==> src/rtl/column_run_counter.sv <==
`default_nettype none
// =============================================================================
// column_run_counter : run-length encodes a column-index stream into an output FIFO
// Revision 1.0
// =============================================================================
module column_run_counter #(
  parameter int IDX_W      = 32,
  parameter int CNT_W      = 5,
  parameter int TIMEOUT    = 63,
  parameter int FIFO_DEPTH = 4
) (
  input  logic             clk,
  input  logic             reset,
  input  logic             in_valid,
  output logic             in_ready,
  input  logic [IDX_W-1:0] in_col_index,
  input  logic             flush,
  output logic             out_valid,
  input  logic             out_ready,
  output logic [IDX_W-1:0] out_col_index,
  output logic [CNT_W-1:0] out_count,
  output logic             idle
);

  localparam int c_addr_w = $clog2(FIFO_DEPTH);
  localparam int c_ent_w  = IDX_W + CNT_W;

  localparam logic [CNT_W-1:0]  c_cmax       = '1;
  localparam logic [CNT_W-1:0]  c_cnt_one    = {{(CNT_W-1){1'b0}}, 1'b1};
  localparam logic [15:0]       c_timeout    = 16'(TIMEOUT);
  localparam logic [15:0]       c_timeout_m1 = 16'(TIMEOUT - 1);
  localparam logic [15:0]       c_timer_one  = 16'd1;
  localparam logic [c_addr_w:0] c_ptr_one    = {{c_addr_w{1'b0}}, 1'b1};

  localparam logic [0:0] c_st_idle = 1'b0;
  localparam logic [0:0] c_st_open = 1'b1;

  logic [0:0]       r_state;
  logic [0:0]       w_state_nxt;
  logic [IDX_W-1:0] r_cur_idx;
  logic [IDX_W-1:0] w_idx_nxt;
  logic [CNT_W-1:0] r_cur_cnt;
  logic [CNT_W-1:0] w_cnt_nxt;
  logic [15:0]      r_timer;
  logic [15:0]      w_timer_nxt;

  logic             w_emit;
  logic [IDX_W-1:0] w_emit_idx;
  logic [CNT_W-1:0] w_emit_cnt;

  logic [c_ent_w-1:0] r_mem [FIFO_DEPTH];
  logic [c_addr_w:0]  r_wr_ptr;
  logic [c_addr_w:0]  r_rd_ptr;
  logic               w_full;
  logic               w_empty;
  logic               w_accept;
  logic               w_pop;

  // Extra pointer MSB distinguishes full from empty when the addresses match.
  assign w_empty  = (r_wr_ptr == r_rd_ptr);
  assign w_full   = (r_wr_ptr[c_addr_w] != r_rd_ptr[c_addr_w]) &&
                    (r_wr_ptr[c_addr_w-1:0] == r_rd_ptr[c_addr_w-1:0]);
  assign w_accept = in_valid && !w_full;
  assign w_pop    = !w_empty && out_ready;

  always_ff @(posedge clk) begin
    if (reset) begin
      r_state <= c_st_idle;
    end else begin
      r_state <= w_state_nxt;
    end
  end

  always_comb begin
    w_state_nxt = r_state;
    w_idx_nxt   = r_cur_idx;
    w_cnt_nxt   = r_cur_cnt;
    w_timer_nxt = r_timer;
    w_emit      = 1'b0;
    w_emit_idx  = r_cur_idx;
    w_emit_cnt  = r_cur_cnt;
    case (r_state)
      c_st_idle: begin
        if (w_accept) begin
          w_state_nxt = c_st_open;
          w_idx_nxt   = in_col_index;
          w_cnt_nxt   = c_cnt_one;
          w_timer_nxt = '0;
        end
      end
      c_st_open: begin
        if (w_accept) begin
          w_timer_nxt = '0;
          if ((in_col_index == r_cur_idx) && (r_cur_cnt != c_cmax)) begin
            w_cnt_nxt = r_cur_cnt + c_cnt_one;
            if (flush) begin
              w_emit      = 1'b1;
              w_emit_cnt  = r_cur_cnt + c_cnt_one;
              w_state_nxt = c_st_idle;
              w_cnt_nxt   = '0;
            end
          end else begin
            // Index change or saturated count closes the run; flush cannot close the new one.
            w_emit    = 1'b1;
            w_idx_nxt = in_col_index;
            w_cnt_nxt = c_cnt_one;
          end
        end else if ((flush || (r_timer >= c_timeout_m1)) && !w_full) begin
          w_emit      = 1'b1;
          w_state_nxt = c_st_idle;
          w_cnt_nxt   = '0;
          w_timer_nxt = '0;
        end else if (r_timer != c_timeout) begin
          w_timer_nxt = r_timer + c_timer_one;
        end
      end
      default: w_state_nxt = c_st_idle;
    endcase
  end

  always_comb begin
    in_ready      = !w_full;
    out_valid     = !w_empty;
    idle          = (r_state == c_st_idle) && w_empty;
    out_col_index = '0;
    out_count     = '0;
    if (!w_empty) begin
      {out_col_index, out_count} = r_mem[r_rd_ptr[c_addr_w-1:0]];
    end
  end

  always_ff @(posedge clk) begin
    if (reset) begin
      r_cur_idx <= '0;
      r_cur_cnt <= '0;
      r_timer   <= '0;
      r_wr_ptr  <= '0;
      r_rd_ptr  <= '0;
    end else begin
      r_cur_idx <= w_idx_nxt;
      r_cur_cnt <= w_cnt_nxt;
      r_timer   <= w_timer_nxt;
      if (w_emit) begin
        r_wr_ptr <= r_wr_ptr + c_ptr_one;
      end
      if (w_pop) begin
        r_rd_ptr <= r_rd_ptr + c_ptr_one;
      end
    end
  end

  // Storage needs no reset: the read mux hides stale entries while empty.
  always_ff @(posedge clk) begin
    if (w_emit) begin
      r_mem[r_wr_ptr[c_addr_w-1:0]] <= {w_emit_idx, w_emit_cnt};
    end
  end

endmodule
`default_nettype wire

==> config.mk <==
export PLATFORM = sky130hd
export DESIGN_NAME = column_run_counter
export DESIGN_NICKNAME = d
export VERILOG_FILES = /design/src/rtl/column_run_counter.sv
export SDC_FILE = /design/constraint.sdc
export NUM_CORES = 1
export LEC_CHECK = 0
export ABC_AREA = 1
export CAP_MARGIN = 5
export CORE_UTILIZATION = 50
export CTS_BUF_LIST = sky130_fd_sc_hd__clkbuf_8 sky130_fd_sc_hd__clkbuf_16
export DETAILED_ROUTE_END_ITERATION = 10
export PLACE_DENSITY = 0.78
export REMOVE_ABC_BUFFERS = 1
export SKIP_LAST_GASP = 1
export SLEW_MARGIN = 20
export SYNTH_ARGS = -nofsm -noshare
export SYNTH_HDL_FRONTEND = slang
export SYNTH_SLANG_ARGS = --single-unit
==> constraint.sdc <==
create_clock -name clk -period 4.2 [get_ports clk]
set_input_delay 0.84 -clock clk [delete_from_list [all_inputs] [get_ports clk]]
set_output_delay 0.84 -clock clk [all_outputs]
set_load 0.005 [all_outputs]
# == After elaboration in Yosys (flattened, before gate mapping) ==
# Memory sizes are Yosys's and may differ from the RTL's. A register that Yosys moved wholly into a read port is not among the register bits.
# Cells that the tools add are included.
# totals
register_bits,60
latch_bits,0
ramBits,148
mem_bits_ro,0
output_inout_bits,40
wordCells,72
mem_count,1
# memory_table
memory,words,word_bits,rd,rd_ports_with_merged_regs,wr,line,rtl
r_mem,4,37,1,1,1,51,logic [c_ent_w-1:0] r_mem [FIFO_DEPTH];
# op_classes
addsub,4
n_mul,0
div_mod_pow,0
order_cmp,1
n_eq_ne,11
n_shift,0
n_mux,36
bitwise,1
reduce_logical,12
# op_table
cell,count
32-bit 2-to-1 mux,4
16-bit 2-to-1 mux,4
32-bit one-hot mux with 2 select lines,1
5-bit 2-to-1 mux,10
32-bit == test,1
16-bit one-hot mux with 2 select lines,1
16-bit by 1-bit adder with 16-bit output (second input constant),1
16-bit by 6-bit >= comparator with 1-bit output (second input constant),1
16-bit by 6-bit != test with 1-bit output (second input constant),1
1-bit 2-to-1 mux,12
5-bit one-hot mux with 2 select lines,1
3-bit by 1-bit adder with 3-bit output (second input constant),2
1-bit logical AND,6
5-bit by 1-bit adder with 5-bit output (second input constant),1
5-bit != test (second input constant),1
2-bit 2-to-1 mux,2
2-bit != test (second input constant),2
4-bit by 1-bit != test with 1-bit output (second input constant),1
2-bit AND reduction,2
3-bit == test,1
3-bit by 1-bit != test with 1-bit output (second input constant),1
3-bit AND reduction,1
2-bit == test,1
1-bit zero test,2
other kinds (5),5

# == Logic depth before layout (Yosys ltp) ==
# Gate-level depths: netlist (run 1).
# depth
ltp_word,9
mapped_depth,15

# == Worst setup path after synthesis (run 1) ==
# No wires, ideal clock.
# synth_timing
kind,input-to-reg
startpoint,input in_col_index[2]
endpoint,"memory r_mem[0][0] (netlist name), enable pin"
arrival_time_ps,3192
setup_slack_ps,577
cell_stages,9
cell_sequence,inv_1 > or2_2 > nand3_1 > nor2_1 > nand2_1 > nor2_2 > nand3_1 > nand3_2 > nor2_1
# synth_via
elab_chain_cells,7
# synth_lines
element,line,rtl
start: declaration,16,"input logic [IDX_W-1:0] in_col_index,"
32-bit == test,94,if ((in_col_index == r_cur_idx) && (r_cur_cnt != c_cmax)) begin
1-bit logical AND,94,
1-bit 2-to-1 mux,94,
1-bit 2-to-1 mux,92,if (w_accept) begin
1-bit 2-to-1 mux,82,case (r_state)
1-bit 2-to-1 mux,154,if (w_emit) begin
1-bit 2-to-1 mux (implied by the code),155,"r_mem[r_wr_ptr[c_addr_w-1:0]] <= {w_emit_idx, w_emit_cnt};"
end: declaration,51,
# No other way between the ends.

==> results of run 1 <==
==> logic make-up after synthesis <==
kind of cell | Yosys count | synth area share, %
fa+ha+maj | 10 | 1.33
xor+xnor | 11 | 1.03
simple gates | 459 | 20.4
buf+inv | 174 | 7.35
flops | 210 | 60.5
compound gates | 146 | 9.43
==> synth_stat cells, drive strengths merged, types with 9 or more instances <==
cell	n
nand2	215
nor2	166
o21ai	53
nand3	56
a21oi	54
inv	130
clkbuf	22
o32ai	37
buf	22
ha	10
nand4	9
dfxtp	62
edfxtp	148
==> worst register-to-register path: cells and delay by family (launching register included) <==
family                     cells  cell delay (ns)
DFF                            1             0.38
adders and majority gates      2             0.37
and+or+nand+nor                9             1.35
buffers and inverters          1             0.32
AOI/OAI and AO/OA              1             0.05
==> worst paths after layout <==
| check | startpoint | end | slack (ns) | depth (start not counted) |
|---|---|---|---|---|
| hold / removal | r_rd_ptr[2] | r_rd_ptr[2] | 0.48 | 2 |
| hold reg to reg | r_rd_ptr[2] | r_rd_ptr[2] | 0.48 | 2 |
| setup / recovery | flop | out_col_index[16] | 0.72 | 6 |
| setup reg to reg | r_cur_cnt[0] | r_mem[0][25] | 1.44 | 13 |
==> per-layer routing <==
layer	up-vias	share of wire [%]
met5	-	0
met4	0	1.7
met3	29	5.8
met2	242	50
met1	3408	42
li1	3502	-
==> metrics by stage <==
stage | total power, mW | util [%] | worst slack, ns | hold slack (ns) | instance area [um2]
CTS | 5.34 | 60.9 | 0.681 | 0.488 | 11100
global placement | 3.48 | 57.1 | 0.702 | 0.459 | 10400
detailed placement | 3.50 | 57.1 | 0.665 | 0.480 | 10400
global route | 5.53 | 60.9 | 0.515 | 0.504 | 11100
floorplan | 2.94 | - | 0.386 | 0.446 | 9200
finish | 5.30 | 60.9 | 0.717 | 0.484 | 11100
==> power by group through the flow <==
stage | Sequential [mW] | Clock (mW) | Combinational [mW]
2_1_floorplan | 2.43 | 0 | 0.511
3_3_place_gp | 2.41 | 0 | 1.07
3_5_place_dp | 2.41 | 0 | 1.08
4_1_cts | 2.37 | 1.87 | 1.09
5_1_grt | 2.38 | 1.95 | 1.19
6_report | 2.37 | 1.84 | 1.08
==> final cells by class <==
| type | instances | area (um2) | share of cell area [%] |
|---|---|---|---|
| tap | 229 | 287 | 2.58 |
| multi-input combinational | 626 | 3050 | 27.5 |
| clock inverter | 18 | 109 | 0.982 |
| sequential | 210 | 5690 | 51.3 |
| timing repair buffer | 91 | 881 | 7.94 |
| inverter | 130 | 488 | 4.40 |
| clock buffer | 24 | 589 | 5.32 |
==> registers in the layout, indices dropped and copies added (netlist names), named ones only <==
signal     cells
r_state        1
r_mem        148
r_cur_idx     32
r_cur_cnt      5
r_rd_ptr       3
r_timer       16
r_wr_ptr       3
==> flow_summary.json, run 1 <==
{
  "max_stage_delay_ns": 0.71,
  "critPathKind": "reg2out",
  "avgRoutedWirePerCell_um": 15.7,
  "cp_data_arrival_time_ns": 2.64,
  "die_area_um2": 19400,
  "place.gp.congestion": 0.822,
  "holdBufCountCts": 0,
  "fin_nets": 1129,
  "fin_worst_skew_ns": 0.0139,
  "crit_path_top_delay_cell": "dfxtp_2",
  "clkLatencyLatePin_ns": 0.50,
  "finalCritPeriodShare_pct": 82.9,
  "switchingPower_mw": 1.43,
  "grt_pass1_wl_um": 33600,
  "synthArstFlopShare_pct": 0,
  "hp-class": "reg2reg",
  "switching_share_pct": 27.0,
  "use_met2_pct": 38.9,
  "setup_viol_count_final": 0,
  "postRouteAntennaNets": 0,
  "io_buffers": 76,
  "postRouteWirelength_um": 20900,
  "internal_power_mw": 3.87,
  "cp-end-kind": "output pin",
  "drtIter0Drc": 583,
  "hold_viol_final": 0,
  "yosys_warnings": 0,
  "cts-root-buf": "clkbuf_16",
  "slew_headroom_pct": 51.8,
  "yosysUniqueCellTypes": 34,
  "drv_slew": 0,
  "area_growth_pct": 18.0,
  "leakage_nw": 4.41,
  "status": "finished with violations",
  "fill_cells": 1524,
  "grt.overflow.total": 0,
  "use_met1_pct": 27.5,
  "postCtsSetupRepairBufs": 0,
  "dp_hpwl_um": 12600,
  "start_util_pct": 51.6,
  "stdcell_count": 1328,
  "gr-max-usage-layer": "met2",
  "io_pins": 77,
  "htreeDepth": 1,
  "power.density_nw_per_um2": 478,
  "path_cells": "buf_4 -> nor2_1 -> o32ai_1 -> nand2_1 -> inv_1 -> clkdlybuf4s50_1",
  "clkSlewWorstSetupHoldPaths_ns": 0.06,
  "violations": "DRC",
  "grt_pass1_vias": 6758,
  "num_vias": 7181,
  "final_cell_mix": "207 x nand2_1, 160 x nor2_1, 148 x edfxtp_1",
  "yosysTopAreaCellShare_pct": 47.3,
  "worstMarginPinSlew_ns": 0.723,
  "die-height_um": 139,
  "worst_setup_path_start_kind": "flop",
  "cts_tree": "built",
  "first_pass_iters": 9,
  "ir_worst_vdd_mv": 0.306,
  "worst-path-buf-inv": 3,
  "antenna_found_initial": 0,
  "synth.largest_area_cell": "edfxtp_1",
  "final_common_cell": "nand2_1",
  "fmax_mhz": 287,
  "pwr-share-seq_pct": 44.8,
  "core_um2": 18200,
  "grt_setup_unrepaired": "no",
  "drc": 7,
  "antenna_cells": 0,
  "syn-instance-count": 1010,
  "dp.cells": 1286,
  "seq_area_frac_synth_pct": 60.5,
  "layout-drive-gt1-share_pct": 6.92,
  "path_delay_family": "buffers and inverters",
  "track_usage_pct": 21.8,
  "synth_area_per_cell_um2": 9.31,
  "grt_max_degree": 75,
  "row_count": 49,
  "cts_sinks": 210,
  "synth-seq-cells": 210,
  "via_per_inst": 5.41,
  "cp_max_fo": 32,
  "die-width_um": 139,
  "ys.flop_type": "edfxtp_1",
  "post_cts_resized": 0,
  "synth_edf_count": 148,
  "fin_tns_setup_ns": 0,
  "power.share.combinational_pct": 20.5,
  "cts_buffer_depth": 3,
  "numCtsBuffers": 23,
  "p_clk_share_pct": 34.8,
  "drv_cap": 0,
  "syn_area_um2": 9400,
  "grt_util_met3_pct": 3.04,
  "cp.required_ns": 3.36,
  "fin_crit_ns": 3.48,
  "synth.area.top_cells": "edfxtp_1 47%, dfxtp_1 13%, nand2_1 8.3%"
}
No activity file was read; power rests on OpenSTA's default activity.
==> run 2: changes to the inputs <==
==> constraint.sdc (replaced) <==
create_clock -name clk -period 3.5 [get_ports clk]
set_input_delay 0.7 -clock clk [delete_from_list [all_inputs] [get_ports clk]]
set_output_delay 0.7 -clock clk [all_outputs]
set_load 0.005 [all_outputs]
==> run 2 against run 1 <==
Effect of this change: critical path depth grew 1; critical path type unchanged; highest routed layer unchanged; global-route usage grew 0.13 points; sequential share of layout area shrank 0.52 points; largest cell class unchanged; worst hold slack lost 0.0010 ns; die area is the same; design area grew 1.1%; via count is essentially flat; routed wire length grew 0.81%; the run still ends with DRC left; first-iteration DRC count grew 10%.
==> flow_summary.json, run 2 (synthesis gave the netlist of run 1 again) <==
{
  "status": "finished with violations",
  "violations": "DRC",
  "cp_data_arrival_time_ns": 2.56,
  "postCtsSetupRepairBufs": 0,
  "grt.overflow.total": 0,
  "crit_path_end": "out_col_index[29]",
  "cp-end-kind": "output pin",
  "fin_nets": 1128,
  "start_util_pct": 51.6,
  "area_growth_pct": 19.2,
  "dp_hpwl_um": 12600,
  "worstReg2RegEnd": "r_mem[2][23]",
  "cts_tree": "built",
  "fill_cells": 1455,
  "die_area_um2": 19400,
  "power.density_nw_per_um2": 582,
  "num_vias": 7175,
  "clkLatencyLatePin_ns": 0.50,
  "dp.cells": 1286,
  "layout-drive-gt1-share_pct": 7.29,
  "reg2reg_depth": 13,
  "avgRoutedWirePerCell_um": 15.8,
  "reg2reg_from": "r_cur_cnt[0]",
  "row_count": 49,
  "leakage_nw": 4.44,
  "finalCoreUtilization_pct": 61.5,
  "final_cell_mix": "207 x nand2_1, 160 x nor2_1, 148 x edfxtp_1",
  "fmax_mhz": 307,
  "drv_slew": 0,
  "grt_pass1_wl_um": 33700,
  "antenna_found_initial": 2,
  "ir_worst_vdd_mv": 0.341,
  "grt_setup_unrepaired": "no",
  "largest_reg_flops": 148,
  "rrSetupSlack_ns": 1.02,
  "track_usage_pct": 21.9,
  "numCtsBuffers": 22,
  "place_ws_ns": 0.488,
  "clkSlewWorstSetupHoldPaths_ns": 0.06,
  "finalCritPeriodShare_pct": 93.1,
  "fin_crit_ns": 3.26,
  "core_um2": 18200,
  "drc": 14,
  "via_per_inst": 5.40,
  "setup_slack_ns": 0.242,
  "cts-root-buf": "clkbuf_16",
  "cts_sinks": 210,
  "cp_max_fo": 64,
  "io_buffers": 76,
  "cp.required_ns": 2.80,
  "fin_worst_skew_ns": 0.0138,
  "postRouteAntennaNets": 0,
  "die-width_um": 139,
  "first_pass_iters": 8,
  "grt_pass1_vias": 6747,
  "die-height_um": 139,
  "critPathKind": "reg2out",
  "drv_cap": 0,
  "cts_buffer_depth": 3,
  "postRouteWirelength_um": 21000,
  "hp-class": "reg2reg",
  "drtIter0Drc": 642,
  "final_common_cell": "nand2_1",
  "slew_headroom_pct": 63.5,
  "grt_max_degree": 65,
  "htreeDepth": 1,
  "hold_viol_final": 0,
  "worstMarginPinSlew_ns": 0.547,
  "io_pins": 77,
  "stdcell_count": 1328,
  "place.gp.congestion": 0.856,
  "worst_setup_path_start_kind": "flop",
  "setup_viol_count_final": 0
}
[run 2: repair_timing]
item | 4_1_cts | 5_1_grt
setup endpoints to repair | 0 | 6
resized for setup | 0 | 2
hold buffers | 0 | 0
[run 2: final cells by class]
cell class | instances | area (um2) | share of cell area, %
diodes | 2 | 5.00 | 0.0447
clock buffers | 24 | 589 | 5.26
clock inverters | 16 | 143 | 1.27
inverters | 130 | 490 | 4.38
multi-input cells | 626 | 3050 | 27.2
flip-flops and latches | 210 | 5690 | 50.8
well taps | 229 | 287 | 2.56
repair buffers | 91 | 956 | 8.53
[run 2: worst min-delay path by stage]
stage	end	start	cells past startpoint
after floorplan	r_rd_ptr[2]	r_rd_ptr[2]	2
after global placement	r_rd_ptr[2]	r_rd_ptr[2]	2
after detailed placement	r_rd_ptr[2]	r_rd_ptr[2]	2
after CTS	r_rd_ptr[2]	r_rd_ptr[2]	2
after global routing	r_rd_ptr[2]	r_rd_ptr[2]	2
final	r_rd_ptr[2]	r_rd_ptr[2]	2
[run 2: power breakdown]
group | internal [mW] | total, mW | switching [mW]
Combinational | 0.631 | 1.33 | 0.695
Clock | 1.37 | 2.34 | 0.965
Sequential | 2.76 | 2.86 | 0.103
[run 2: critical path, cell delays in order, from the launching register on]
cell	delay [ns]
dfxtp_4	0.45
inv_4	0.17
buf_12	0.28
nor2_1	0.09
o32ai_1	0.34
nand2_1	0.11
inv_1	0.07
clkdlybuf4s50_1	0.49
[run 2: per-stage QoR]
step / area (um2) / TNS, ns / hold slack (ns) / total power [mW]
3_3_place_gp: 10500 / 0 / 0.466 / 4.21
5_1_grt: 11200 / 0 / 0.505 / 6.81
4_1_cts: 11200 / 0 / 0.480 / 6.56
6_report: 11200 / 0 / 0.482 / 6.52
2_1_floorplan: 9200 / -6.43 / 0.446 / 3.53
3_5_place_dp: 10500 / 0 / 0.471 / 4.24
[run 2: routing by layer]
layer	GRT usage, %	wire length (um)
met1	27.3	8730
met2	39.2	10500
met3	2.90	1270
met4	7.49	555
met5	0	0
